==> src/rtl/t01_ai_pkg.sv <==
// Shared types and default board geometry for the Tetris-AI feature scanner.
package t01_ai_pkg;
  localparam int COLS_DEF = 10;
  localparam int ROWS_DEF = 20;

  typedef enum logic [2:0] {
    IDLE      = 3'd0,
    SCAN_COLS = 3'd1,
    SCAN_ROWS = 3'd2,
    SCORE     = 3'd3,
    DONE      = 3'd4
  } state_e;
endpackage

==> src/rtl/t01_ai_column_eval.sv <==
// Combinational height/holes evaluation of one board column (bit 0 = bottom row).
module t01_ai_column_eval
  import t01_ai_pkg::*;
#(
  parameter int ROWS = ROWS_DEF
) (
  input  logic [ROWS-1:0]              i_col,
  output logic [$clog2(ROWS+1)-1:0]    o_height,
  output logic [$clog2(ROWS+1)-1:0]    o_holes
);
  localparam int HW = $clog2(ROWS+1);

  logic [HW-1:0] w_ones;

  // Every set cell lies at or below the top one, so holes = height - popcount.
  always_comb begin
    o_height = '0;
    w_ones   = '0;
    for (int r = 0; r < ROWS; r++) begin
      if (i_col[r]) o_height = HW'(r + 1);
      w_ones = w_ones + HW'(i_col[r]);
    end
    o_holes = o_height - w_ones;
  end
endmodule

==> src/rtl/t01_ai_feature_scan.sv <==
// Sequential board feature extractor (heights, holes, bumpiness, full rows).
// Optional weighted score enabled by defining T01_AI_SCORE_EN.
module t01_ai_feature_scan
  import t01_ai_pkg::*;
#(
  parameter int COLS   = COLS_DEF,
  parameter int ROWS   = ROWS_DEF,
  parameter int SUM_W  = 8,
  parameter int W_LINE = 8,
  parameter int W_HOLE = 4,
  parameter int W_BUMP = 1,
  parameter int W_HGT  = 1
) (
  input  logic                       clk,
  input  logic                       reset,
  input  logic                       start,
  input  logic                       abort,
  input  logic [COLS*ROWS-1:0]       board,
  output logic                       busy,
  output logic                       done,
  output logic [$clog2(ROWS+1)-1:0]  lines_cleared,
  output logic [$clog2(ROWS+1)-1:0]  max_height,
  output logic [SUM_W-1:0]           holes,
  output logic [SUM_W-1:0]           bumpiness,
  output logic [SUM_W-1:0]           height_sum,
  output logic [15:0]                score
);
  localparam int HW   = $clog2(ROWS+1);
  localparam int NMAX = (COLS > ROWS) ? COLS : ROWS;
  localparam int IW   = $clog2(NMAX+1);

  state_e                r_state;
  logic [COLS*ROWS-1:0]  r_snap;
  logic [IW-1:0]         r_idx;
  logic [HW-1:0]         r_prev_h, r_acc_maxh, r_acc_lines;
  logic [SUM_W-1:0]      r_acc_holes, r_acc_bump, r_acc_hsum;
  logic [HW-1:0]         r_lines, r_maxh;
  logic [SUM_W-1:0]      r_holes, r_bump, r_hsum;

  logic [ROWS-1:0]       w_col;
  logic [HW-1:0]         w_h, w_holes, w_diff;
  logic                  w_row_full;
  int                    w_c, w_r;

  function automatic logic [SUM_W-1:0] sat_add(input logic [SUM_W-1:0] a, input logic [HW-1:0] b);
    logic [SUM_W:0] s;
    s = {1'b0, a} + (SUM_W+1)'(b);
    return s[SUM_W] ? '1 : s[SUM_W-1:0];
  endfunction

  // Column/row selects are clamped so the idle half of the scan never indexes out of range.
  always_comb begin
    w_c = (int'(r_idx) < COLS) ? int'(r_idx) : 0;
    w_r = (int'(r_idx) < ROWS) ? int'(r_idx) : 0;
    for (int r = 0; r < ROWS; r++) w_col[r] = r_snap[r*COLS + w_c];
    w_row_full = &r_snap[w_r*COLS +: COLS];
    w_diff = (w_h >= r_prev_h) ? (w_h - r_prev_h) : (r_prev_h - w_h);
  end

  t01_ai_column_eval #(.ROWS(ROWS)) u_col (
    .i_col   (w_col),
    .o_height(w_h),
    .o_holes (w_holes)
  );

`ifdef T01_AI_SCORE_EN
  int          w_raw;
  logic [15:0] w_score, r_score;
  always_comb begin
    w_raw = W_LINE * int'(r_acc_lines) - W_HOLE * int'(r_acc_holes)
          - W_BUMP * int'(r_acc_bump)  - W_HGT  * int'(r_acc_hsum);
    if (w_raw > 32767)       w_score = 16'h7fff;
    else if (w_raw < -32768) w_score = 16'h8000;
    else                     w_score = w_raw[15:0];
  end
  always_ff @(posedge clk or posedge reset) begin
    if (reset)                                r_score <= '0;
    else if (r_state == SCORE && !abort)      r_score <= w_score;
  end
  assign score = r_score;
`else
  assign score = '0;
`endif

  always_ff @(posedge clk or posedge reset) begin
    if (reset) begin
      r_state     <= IDLE;
      r_snap      <= '0;
      r_idx       <= '0;
      r_prev_h    <= '0;
      r_acc_maxh  <= '0;
      r_acc_lines <= '0;
      r_acc_holes <= '0;
      r_acc_bump  <= '0;
      r_acc_hsum  <= '0;
      r_lines     <= '0;
      r_maxh      <= '0;
      r_holes     <= '0;
      r_bump      <= '0;
      r_hsum      <= '0;
    end else begin
      case (r_state)
        IDLE, DONE: if (start) begin
          r_snap      <= board;
          r_idx       <= '0;
          r_prev_h    <= '0;
          r_acc_maxh  <= '0;
          r_acc_lines <= '0;
          r_acc_holes <= '0;
          r_acc_bump  <= '0;
          r_acc_hsum  <= '0;
          r_state     <= SCAN_COLS;
        end
        SCAN_COLS: if (abort) r_state <= IDLE;
        else begin
          r_acc_hsum  <= sat_add(r_acc_hsum, w_h);
          r_acc_holes <= sat_add(r_acc_holes, w_holes);
          if (w_h > r_acc_maxh) r_acc_maxh <= w_h;
          if (r_idx != '0) r_acc_bump <= sat_add(r_acc_bump, w_diff);
          r_prev_h <= w_h;
          if (r_idx == IW'(COLS-1)) begin
            r_idx   <= '0;
            r_state <= SCAN_ROWS;
          end else r_idx <= r_idx + 1'b1;
        end
        SCAN_ROWS: if (abort) r_state <= IDLE;
        else begin
          if (w_row_full) r_acc_lines <= r_acc_lines + 1'b1;
          if (r_idx == IW'(ROWS-1)) begin
            r_idx   <= '0;
            r_state <= SCORE;
          end else r_idx <= r_idx + 1'b1;
        end
        SCORE: if (abort) r_state <= IDLE;
        else begin
          r_lines <= r_acc_lines;
          r_maxh  <= r_acc_maxh;
          r_holes <= r_acc_holes;
          r_bump  <= r_acc_bump;
          r_hsum  <= r_acc_hsum;
          r_state <= DONE;
        end
        default: r_state <= IDLE;
      endcase
    end
  end

  assign busy          = (r_state == SCAN_COLS) || (r_state == SCAN_ROWS) || (r_state == SCORE);
  assign done          = (r_state == DONE);
  assign lines_cleared = r_lines;
  assign max_height    = r_maxh;
  assign holes         = r_holes;
  assign bumpiness     = r_bump;
  assign height_sum    = r_hsum;
endmodule
==> config.mk <==
export PLATFORM = sky130hd
export DESIGN_NAME = t01_ai_feature_scan
export DESIGN_NICKNAME = d
export VERILOG_FILES = /design/src/rtl/t01_ai_pkg.sv /design/src/rtl/t01_ai_column_eval.sv /design/src/rtl/t01_ai_feature_scan.sv
export SDC_FILE = /design/constraint.sdc
export NUM_CORES = 1
export LEC_CHECK = 0
export BUFFER_PORTS_ARGS = -buffer_cell sky130_fd_sc_hd__buf_4
export CELL_PAD_IN_SITES_DETAIL_PLACEMENT = 1
export CELL_PAD_IN_SITES_GLOBAL_PLACEMENT = 1
export CORE_MARGIN = 3
export CORE_UTILIZATION = 45
export DETAILED_ROUTE_END_ITERATION = 16
export PLACE_DENSITY = 0.92
export REMOVE_ABC_BUFFERS = 1
export SLEW_MARGIN = 20
export SYNTH_ARGS = -nofsm -noshare
export SYNTH_HDL_FRONTEND = slang
export SYNTH_SLANG_ARGS = --single-unit
==> constraint.sdc <==
create_clock -name clk -period 11.4 [get_ports clk]
set_clock_uncertainty 0.1 [all_clocks]
set_input_delay 0.57 -clock clk [delete_from_list [all_inputs] [get_ports clk]]
set_output_delay 0.57 -clock clk [all_outputs]
set_load 0.02 [all_outputs]
* Word-level counts from Yosys, hierarchy flattened *
Cells that the tools add are included.

storage, ports and cells
  output and inout bits = 52
  flip-flop bits (word level) = 281
  logic and storage cells = 233
  input port bits = 204

cells by class
  bitwise gates (word level) = 1
  shifts and indexed selects = 1
  multiply operators = 1
  reduce and logical (&&, ||, !) cells = 17
  muxes and demuxes = 115
  equal/unequal tests = 14
  add/subtract/negate cells = 46
  order comparisons = 24

operators with widths
  kind                 number
  $shiftx 200x10->10   1
  $bmux 1 s8           20
  $add 5x1->5          18
  $mux 5               18
  $mux 8               8
  $add 8x5->9 const A  7
  $lt 9x9->1 const B   7
  $lt 8x9->1 const B   6
  $add 7x5->8 const A  6
  $pmux 8 s2           3
  $mux 1               41
  $mux 4               8
  $mux 3               10
  $pmux 5 s2           3
  $add 8x5->9          3
  $lt 6x9->1 const B   3
  $lt 7x9->1 const B   3
  $add 6x5->7 const A  3
  $reduce_and 4->1     4
  $pmux 5 s3           1
  $sub 5x5->5          3
  $add 5x5->6 const A  2
  $ne 2x2->1 const B   6
  $pmux 3 s4           1
  26 further kinds     34

* Depth between registers and ports, before layout *
Gate-level depths: netlist of run 1.

  word-level depth = 32
  gate-level depth with buffers = 38
  depth with buffers taken out = 32

* Hierarchy *
From an unflattened synthesis of run 1, not the netlist that was laid out.

unflattened totals
  cells, all modules = 2269
  area, all modules = 20012.9 µm²

modules (own cells, without submodules)
  module               instances  sequential area each (µm²)  cells an instance  area each (µm²)
  t01_ai_feature_scan  1          7031.7                      2118               18744.2
  t01_ai_column_eval   1          0.0                         151                1268.7

* Least setup slack after synthesis of run 1 *
OpenSTA, ideal clock, no wires.

  path kind = reg-to-reg
  start = register r_idx[1]
  end = register r_acc_holes[5]
  clock period less this slack = 8.829 ns
  path buffers = 7
  slack = 2.571 ns
  arrival = 8.600 ns
  data required time = 11.171 ns
  cell stages (with the launch flop) = 37
  cells stage by stage = dfrtp_1 -> buf_4 -> nor3b_2 -> inv_2 -> buf_6 -> buf_6 -> buf_4 -> buf_2 -> ha_1 -> clkbuf_1 -> inv_2 -> xnor2_1 -> buf_2 -> nand2_1 -> a32oi_1 -> a31oi_1 -> o32ai_1 -> nor2_1 -> fa_1 -> fa_1 -> fa_1 -> fa_1 -> fa_1 -> fa_1 -> inv_1 -> fa_1 -> inv_1 -> fa_1 -> inv_1 -> ha_1 -> a21o_1 -> a21oi_1 -> o21bai_1 -> a21oi_1 -> nor2_1 -> o21ai_0 -> o21ai_0

between the ends
  longest elaborated chain between the ends = 30
  elaborated cells between the ends (all ways) = 125
  classes of those cells = add/sub (40); order compare (1); mux (84)

RTL lines
  item                                                       RTL line                                             text
  from (decl)                                                t01_ai_feature_scan.sv:34                            logic [IW-1:0] r_idx;
  from (signal assigned)                                     t01_ai_feature_scan.sv:124                           end else r_idx <= r_idx + 1'b1;
  from (signal assigned)                                     t01_ai_feature_scan.sv:132                           end else r_idx <= r_idx + 1'b1;
  $lt 5x4->1                                                 t01_ai_feature_scan.sv:53                            w_c = (int'(r_idx) < COLS) ? int'(r_idx) : 0;
  $mux 5 (*)                                                 t01_ai_feature_scan.sv:53
  $add 4x5->6 / $bmux 1 s8 (equally long branches)           t01_ai_feature_scan.sv:55                            for (int r = 0; r < ROWS; r++) w_col[r] = r_snap[r*COLS + w_c];
  $bmux 1 s8 / $mux 1 (equally long branches)                t01_ai_feature_scan.sv:55
  $mux 1 (not written as such)                               t01_ai_feature_scan.sv:55
  $mux 1, on equally long branches                           t01_ai_feature_scan.sv:55, t01_ai_column_eval.sv:20
  $add 1x1->2 / $mux 2 (equally long branches)               t01_ai_column_eval.sv:21, t01_ai_column_eval.sv:20
  $add 5x1->5 / $mux 2 (equally long branches)               t01_ai_column_eval.sv:21, t01_ai_column_eval.sv:20
  $add 5x1->5 / $mux 3 (equally long branches) (4 in a row)  t01_ai_column_eval.sv:21, t01_ai_column_eval.sv:20
  $add 5x1->5 / $mux 4 (equally long branches) (8 in a row)  t01_ai_column_eval.sv:21, t01_ai_column_eval.sv:20
  $add 5x1->5 / $mux 5 (equally long branches) (5 in a row)  t01_ai_column_eval.sv:21, t01_ai_column_eval.sv:20
  $sub 5x5->5 (*)                                            t01_ai_column_eval.sv:23                             o_holes = o_height - w_ones;
  $add 8x5->9 (*)                                            t01_ai_feature_scan.sv:47                            s = {1'b0, a} + (SUM_W+1)'(b);
  $mux 8 (*)                                                 t01_ai_feature_scan.sv:48                            return s[SUM_W] ? '1 : s[SUM_W-1:0];
  $mux 8 (*)                                                 t01_ai_feature_scan.sv:114                           SCAN_COLS: if (abort) r_state <= IDLE;
  $pmux 8 s2 (*)                                             t01_ai_feature_scan.sv:102                           case (r_state)
  to (signal assigned)                                       t01_ai_feature_scan.sv:117                           r_acc_holes <= sat_add(r_acc_holes, w_holes);
  to (decl)                                                  t01_ai_feature_scan.sv:36                            logic [SUM_W-1:0] r_acc_holes, r_acc_bump, r_acc_hsum;

Mark *: on every way between the ends. The rest lies on a longest branch, timed or not. The select of a mux whose other input is x is not followed.
A chain may end at the register's enable or synchronous reset.

* Final worst setup path of run 1 *
  start = register r_idx[3]
  end = register r_acc_holes[0]

Same word-level chain as after synthesis.

==> results.cfg, run 1 <==
[cts]
cts.clk_slew.worst_paths_ns = 0.07
clock_tree.htree_level_count = 1
cts_repair_resize_count = 0
clock_sink_count = 281
clock_insertion_delay_worst_skew_ns = 0.59
tritoncts = built
cts_root_buf = clkbuf_16
maximum_buffer_depth_of_the_clock_tree = 3
cts.repair_timing.setup_buffer_count = 0
cts_made_buffers = 30

[setup_path]
criticalPathCategory = register to register
timing.critical_path.from_type = register
critical_path.max_fanout = 32
cp_common_cell = fa_1
worstSetupEndpointType = register
crit_required_ns = 11.80
critical-path-max-stage-delay_ns = 0.71
cp_data_arrival_time_ns = 10.38
critical_path.slowest_cell = a221oi_1

[cells_and_area]
layout-area-overhead-vs-synth_pct = 16.1
fill_cells = 5193
final_nets = 2822
final_cell_area_um2 = 23300
utilization_pct = 53.6
layout-drive-gt1-share_pct = 18.5

[yosys]
synth_top_flop_cell = dfrtp_1
synth-edff-count = 0
netlist_area_um2 = 20100
synth_warnings = 0
synth-seq-cells = 281
synth-seq-area-share_pct = 35.0
asr_flop_ratio_synth_pct = 100
synth_cells = 2340
syn-mean-instance-area_um2 = 8.58
synth_cell_types = 107

[detailed_routing]
route.vias.total = 19800
drt-initial-drc-count = 1939
post_drt_wl_per_cell_um = 26.5
route.detailed.vias_per_inst = 6.30
antenna_violating_nets_post_route = 0
finalWirelength_um = 83100
drt_first_pass_iters = 6
final_routed_drc_violation_total = 0

[placement]
post_dp_cell_area_um2 = 22400
final_weighted_congestion_of_routability_driven_global_placement = 1.03
dp_hpwl_um = 62500
io_buffers = 239

[floorplan]
std_cell_rows = 76
core_area_um2 = 43600
die-width_um = 217
design.portCount = 256
design.die.area_um2 = 47200
die_height_um = 217
floorplan.initialDensity_pct = 46.1

[timing]
min_period_over_period_pct = 87.5
setup_tns_ns = 0
rsz0062_at_grt = no
slew_of_the_pin_with_the_lowest_slew_margin_ns = 1.17
fmax_ghz = 0.100
finalCriticalPeriod_ns = 9.98
report.final.hold_viol_count = 0
relSlewSlack_pct = 21.2
slew_viol_final = 0
report.final.setup_viol = 0

[global_route]
grt_first_pass_wirelength_um = 126000
globalRoute.totalOverflow = 0
pin_count_of_the_biggest_net_entering_global_routing = 107
track_usage_pct = 34.3
antenna_violations_before_repair = 0
vias_in_the_first_global_route = 20800

[min_path]
timing.hold.worst.class = input port to register

[run]
drv.max_cap_violation_count = 0

[outcome]
outcome = finished clean
-- path summary, 6_finish.rpt --
kind	from	end	slack, ns	depth (start not counted)
max in group asynchronous	reset	r_snap[196]	8.49	5
worst max register to register	r_idx[3]	r_acc_holes[0]	1.42	27
worst max-delay path	r_idx[3]	r_acc_holes[0]	1.42	27
worst min-delay path	board[125]	r_snap[125]	0.08	3
worst min register to register	lines_cleared[3]	lines_cleared[3]	0.41	1
min in group asynchronous	reset	r_acc_bump[4]	0.49	3
-- final cells by class --
type                            instances  area [µm²]  area share [%]
Clock inverter                          3        40.0           0.172
Multi-Input combinational cell       1832       12000            51.5
Inverter                               92         357            1.53
Timing Repair Buffer                  297        2260            9.71
Tap cell                              585         732            3.14
Sequential cell                       281        7030            30.2
Antenna cell                            1        2.50          0.0107
Clock buffer                           46         872            3.74
-- through the flow --
| stage | hold WS, ns | std cells | setup WS (ns) |
|---|---|---|---|
| finish | 0.0792 | 3137 | 1.42 |
| global route | 0.0752 | 3136 | 1.02 |
| CTS | 0.0579 | 3135 | 1.60 |
| detailed placement | 0.397 | 3085 | 1.61 |
| global placement | 0.381 | 3085 | 1.84 |
| floorplan | 0.360 | 2205 | -2.61 |
-- critical path, delay by kind of cell (launching register included) --
kind                     cells  cell delay, ns
multiplexers                 1            0.68
buffers and inverters        6            0.97
AO/OA/AOI/OAI                7            1.82
AND/OR/NAND/NOR              4            1.22
adder cells (fa/ha/maj)      9            4.39
flip-flops                   1            0.66
-- cells in the mapped netlist, drive strengths merged (9+ instances only) --
master,count,area [µm²]
a2111oi,13,133
a211oi,27,225
a21o,19,143
a21oi,84,424
a221oi,16,140
a22oi,18,135
a31oi,21,131
a32oi,9,78.8
and2,9,56.3
and3,12,75.1
buf,78,497
clkbuf,84,315
dfrtp,281,7030
fa,27,541
ha,57,713
inv,89,337
mux2,43,484
mux2i,138,1380
mux4,40,901
nand2,727,2730
nand2b,13,81.3
nand3,49,255
nand4,33,206
nor2,69,288
nor2b,19,119
nor3,37,185
nor4,10,75.1
nor4bb,14,140
o211ai,16,125
o21ai,87,443
o22ai,28,181
o31ai,9,72.6
xnor2,18,158
-- per-layer routing --
| metal | vias to the layer above | global-route usage, % | share of wire, % |
|---|---|---|---|
| li1 | 8592 | - | - |
| met1 | 9950 | 43.1 | 39 |
| met2 | 973 | 57.8 | 48 |
| met3 | 251 | 5.89 | 7.3 |
| met4 | 0 | 16.0 | 5.6 |
| met5 | - | 0 | 0 |
-- registers in the layout, summed over array words and instances (netlist names) --
signal,count
r_snap,200
bumpiness,8
height_sum,8
holes,8
r_acc_bump,8
r_acc_holes,8
r_acc_hsum,8
lines_cleared,5
max_height,5
r_acc_lines,5
r_acc_maxh,5
r_idx,5
r_prev_h,5
r_state,3
-- repair_timing --
item | in CTS | in global routing
hold buffers | 1 | 0
setup endpoints to repair | 0 | 0
endpoints found under the hold margin | 71 | 0
-- logic make-up (layout without fill, tap and decap cells) --
family,Yosys count,count (layout),synth area share [%]
buffers and inverters,254,438,5.78
AND/OR/NAND/NOR,1027,1027,22.4
flip-flops,281,281,35.0
other,2,30,0.0374
multiplexers,221,221,13.8
XOR/XNOR,24,24,1.08
AO/OA/AOI/OAI,446,446,15.6
adder cells (fa/ha/maj),85,85,6.29
-- cells in the final DEF, fill, tap and decap left out, types with 7 or more instances in the layout --
cell,count
clkbuf_16,31
nor2_1,65
inv_1,80
a2111oi_0,12
conb_1,29
a21oi_1,83
clkbuf_1,11
a31oi_1,21
mux2i_1,138
ha_1,57
o31ai_1,8
o21ai_1,9
and2_1,9
nand2b_1,13
o22ai_1,27
nor4bb_1,14
nor3_1,36
o21ai_0,76
nand4_1,33
nand2_1,725
a22oi_1,18
a21o_1,19
o211ai_1,15
o2111ai_1,8
mux4_2,40
mux2_2,42
a32oi_1,9
and3_1,12
o221ai_1,7
nor2b_1,17
dfrtp_1,279
buf_4,294
xnor2_1,18
nor4_1,8
nand3_1,47
fa_1,27
o21bai_1,8
a211oi_1,24
a221oi_1,16
Power of run 1 is left out: the tool's default activity adds up to more than one toggle a clock period on the data nets, which glitch-free logic cannot reach.
==> inputs of run 2 (changes only) <==
CTS_BUF_LIST = sky130_fd_sc_hd__clkbuf_8   (was not set)
==> results.cfg, run 2 (synthesis results as in run 1) <==
[floorplan]
design.die.area_um2 = 47200
core_area_um2 = 43600
std_cell_rows = 76
die_height_um = 217
design.portCount = 256
die-width_um = 217
floorplan.initialDensity_pct = 46.1

[cts]
maximum_buffer_depth_of_the_clock_tree = 3
clock_tree.htree_level_count = 2
cts_root_buf = clkbuf_8
clock_sink_count = 281
cts_repair_resize_count = 0
cts.clk_slew.worst_paths_ns = 0.06
tritoncts = built
clock_insertion_delay_worst_skew_ns = 0.63
cts_made_buffers = 49

[detailed_routing]
finalWirelength_um = 83000
route.vias.total = 19800
drt-initial-drc-count = 1744
antenna_violating_nets_post_route = 0
final_routed_drc_violation_total = 0
drt_first_pass_iters = 5
route.detailed.vias_per_inst = 6.24
post_drt_wl_per_cell_um = 26.1

[setup_path]
timing.critical_path.from_type = register
timing.critical_path.from = r_idx[3]
crit_required_ns = 11.86
ff2ff_setup_slack_ns = 1.40
worstSetupEndpointType = register
reg2reg_depth = 27
cp-endpoint = r_acc_holes[0]
critical_path.max_fanout = 32
r2r-start = r_idx[3]
worst_r2r_endpoint = r_acc_holes[0]
cp_data_arrival_time_ns = 10.46
criticalPathCategory = register to register

[timing]
report.final.hold_viol_count = 0
slew_viol_final = 0
report.final.setup_viol = 0
fmax_ghz = 0.100
finalCriticalPeriod_ns = 10.00
min_period_over_period_pct = 87.7
slew_of_the_pin_with_the_lowest_slew_margin_ns = 1.14
rsz0062_at_grt = no
relSlewSlack_pct = 24.1

[cells_and_area]
layout_common_cells = 725 x nand2_1, 294 x buf_4, 279 x dfrtp_1, 138 x mux2i_1, 103 x inv_1
largest_register = r_snap
fin_cells = 3176
layout-drive-gt1-share_pct = 19.2
final_nets = 2844
layout-area-overhead-vs-synth_pct = 16.3
layout.cells.most_common = nand2_1
largest_register_ffs = 200

[global_route]
track_usage_pct = 34.4
pin_count_of_the_biggest_net_entering_global_routing = 107
globalRoute.totalOverflow = 0
antenna_violations_before_repair = 0
grt_first_pass_wirelength_um = 126000
vias_in_the_first_global_route = 21000

[placement]
number_of_cells_after_detailed_placement = 3085
io_buffers = 239
dp_hpwl_um = 62500
final_weighted_congestion_of_routability_driven_global_placement = 1.03

[run]
drv.max_cap_violation_count = 0

[min_path]
timing.hold.worst.class = input port to register

[outcome]
outcome = finished clean
-- run 2: changes by cell type in the layout (fill, tap and decap cells not counted) --
cell	previous run	this run
clkinvlp_4	0	2
clkbuf_16	31	0
inv_1	80	103
dlygate4sd3_1	1	4
bufinv_16	1	0
clkbuf_1	11	0
clkbuf_8	4	58
-- run 2: how the worst min path moves through the flow --
stage / to / slack, ns / start / cells after the start
3_5_place_dp: holes[5] / 0.40 / holes[5] / 1
6_report: r_snap[154] / 0.04 / board[154] / 3
2_1_floorplan: r_snap[193] / 0.36 / r_snap[193] / 2
4_1_cts: r_snap[93] / 0.0002 / board[93] / 3
3_3_place_gp: r_acc_bump[0] / 0.38 / r_acc_bump[0] / 2
5_1_grt: r_state[1] / 0.03 / abort / 2
-- run 2: cell type report --
cell class              instances  area [µm²]
inverters                      92         357
clock inverters                27         111
fillers                      5227       20200
repair buffers                300        2290
clock buffers                  58         798
well taps                     585         732
flip-flops and latches        281        7030
multi-input cells            1832       12000
diodes                          1        2.50
-- run 2: stage by stage --
step	setup WS [ns]	utilization, %	instance area [µm²]	hold WS, ns	setup TNS (ns)
after floorplan	-2.61	-	19400	0.360	-24.96
after global placement	1.84	51.4	22400	0.381	0
after detailed placement	1.61	51.4	22400	0.397	0
after CTS	1.59	53.6	23300	0.000151	0
after global routing	1.00	53.6	23400	0.0276	0
final	1.40	53.6	23400	0.0382	0
-- run 2: worst max-delay path, stage by stage (launching register included) --
cell and delay (ns):
dfrtp_2 0.65, buf_4 0.37, o21a_4 0.25, nor2_8 0.60
buf_12 0.29, mux2i_1 0.64, o32a_1 0.27, nand4_1 0.10
a221oi_1 0.73, inv_1 0.12, ha_1 0.35, fa_1 0.44
fa_1 0.50, fa_1 0.54, fa_1 0.52, fa_1 0.53
inv_1 0.06, fa_1 0.52, inv_1 0.06, fa_1 0.52
fa_1 0.46, inv_1 0.08, a21oi_1 0.07, o21bai_1 0.21
a21oi_1 0.15, nor2_1 0.37, o21ai_0 0.20, nand2_1 0.16
-- run 2: per-layer routing --
layer,vias up,GRT usage (%),part of all wire (%)
met5,-,0,0
li1,8640,-,-
met4,0,17.3,5.4
met1,9981,43.3,40
met2,934,57.4,48
met3,264,5.84,6.9
-- run 2: what timing repair did --
action,CTS,global route
setup buffers,0,0
hold endpoints to repair,74,0
hold buffers,4,0
Power of run 2 is left out for the same reason.
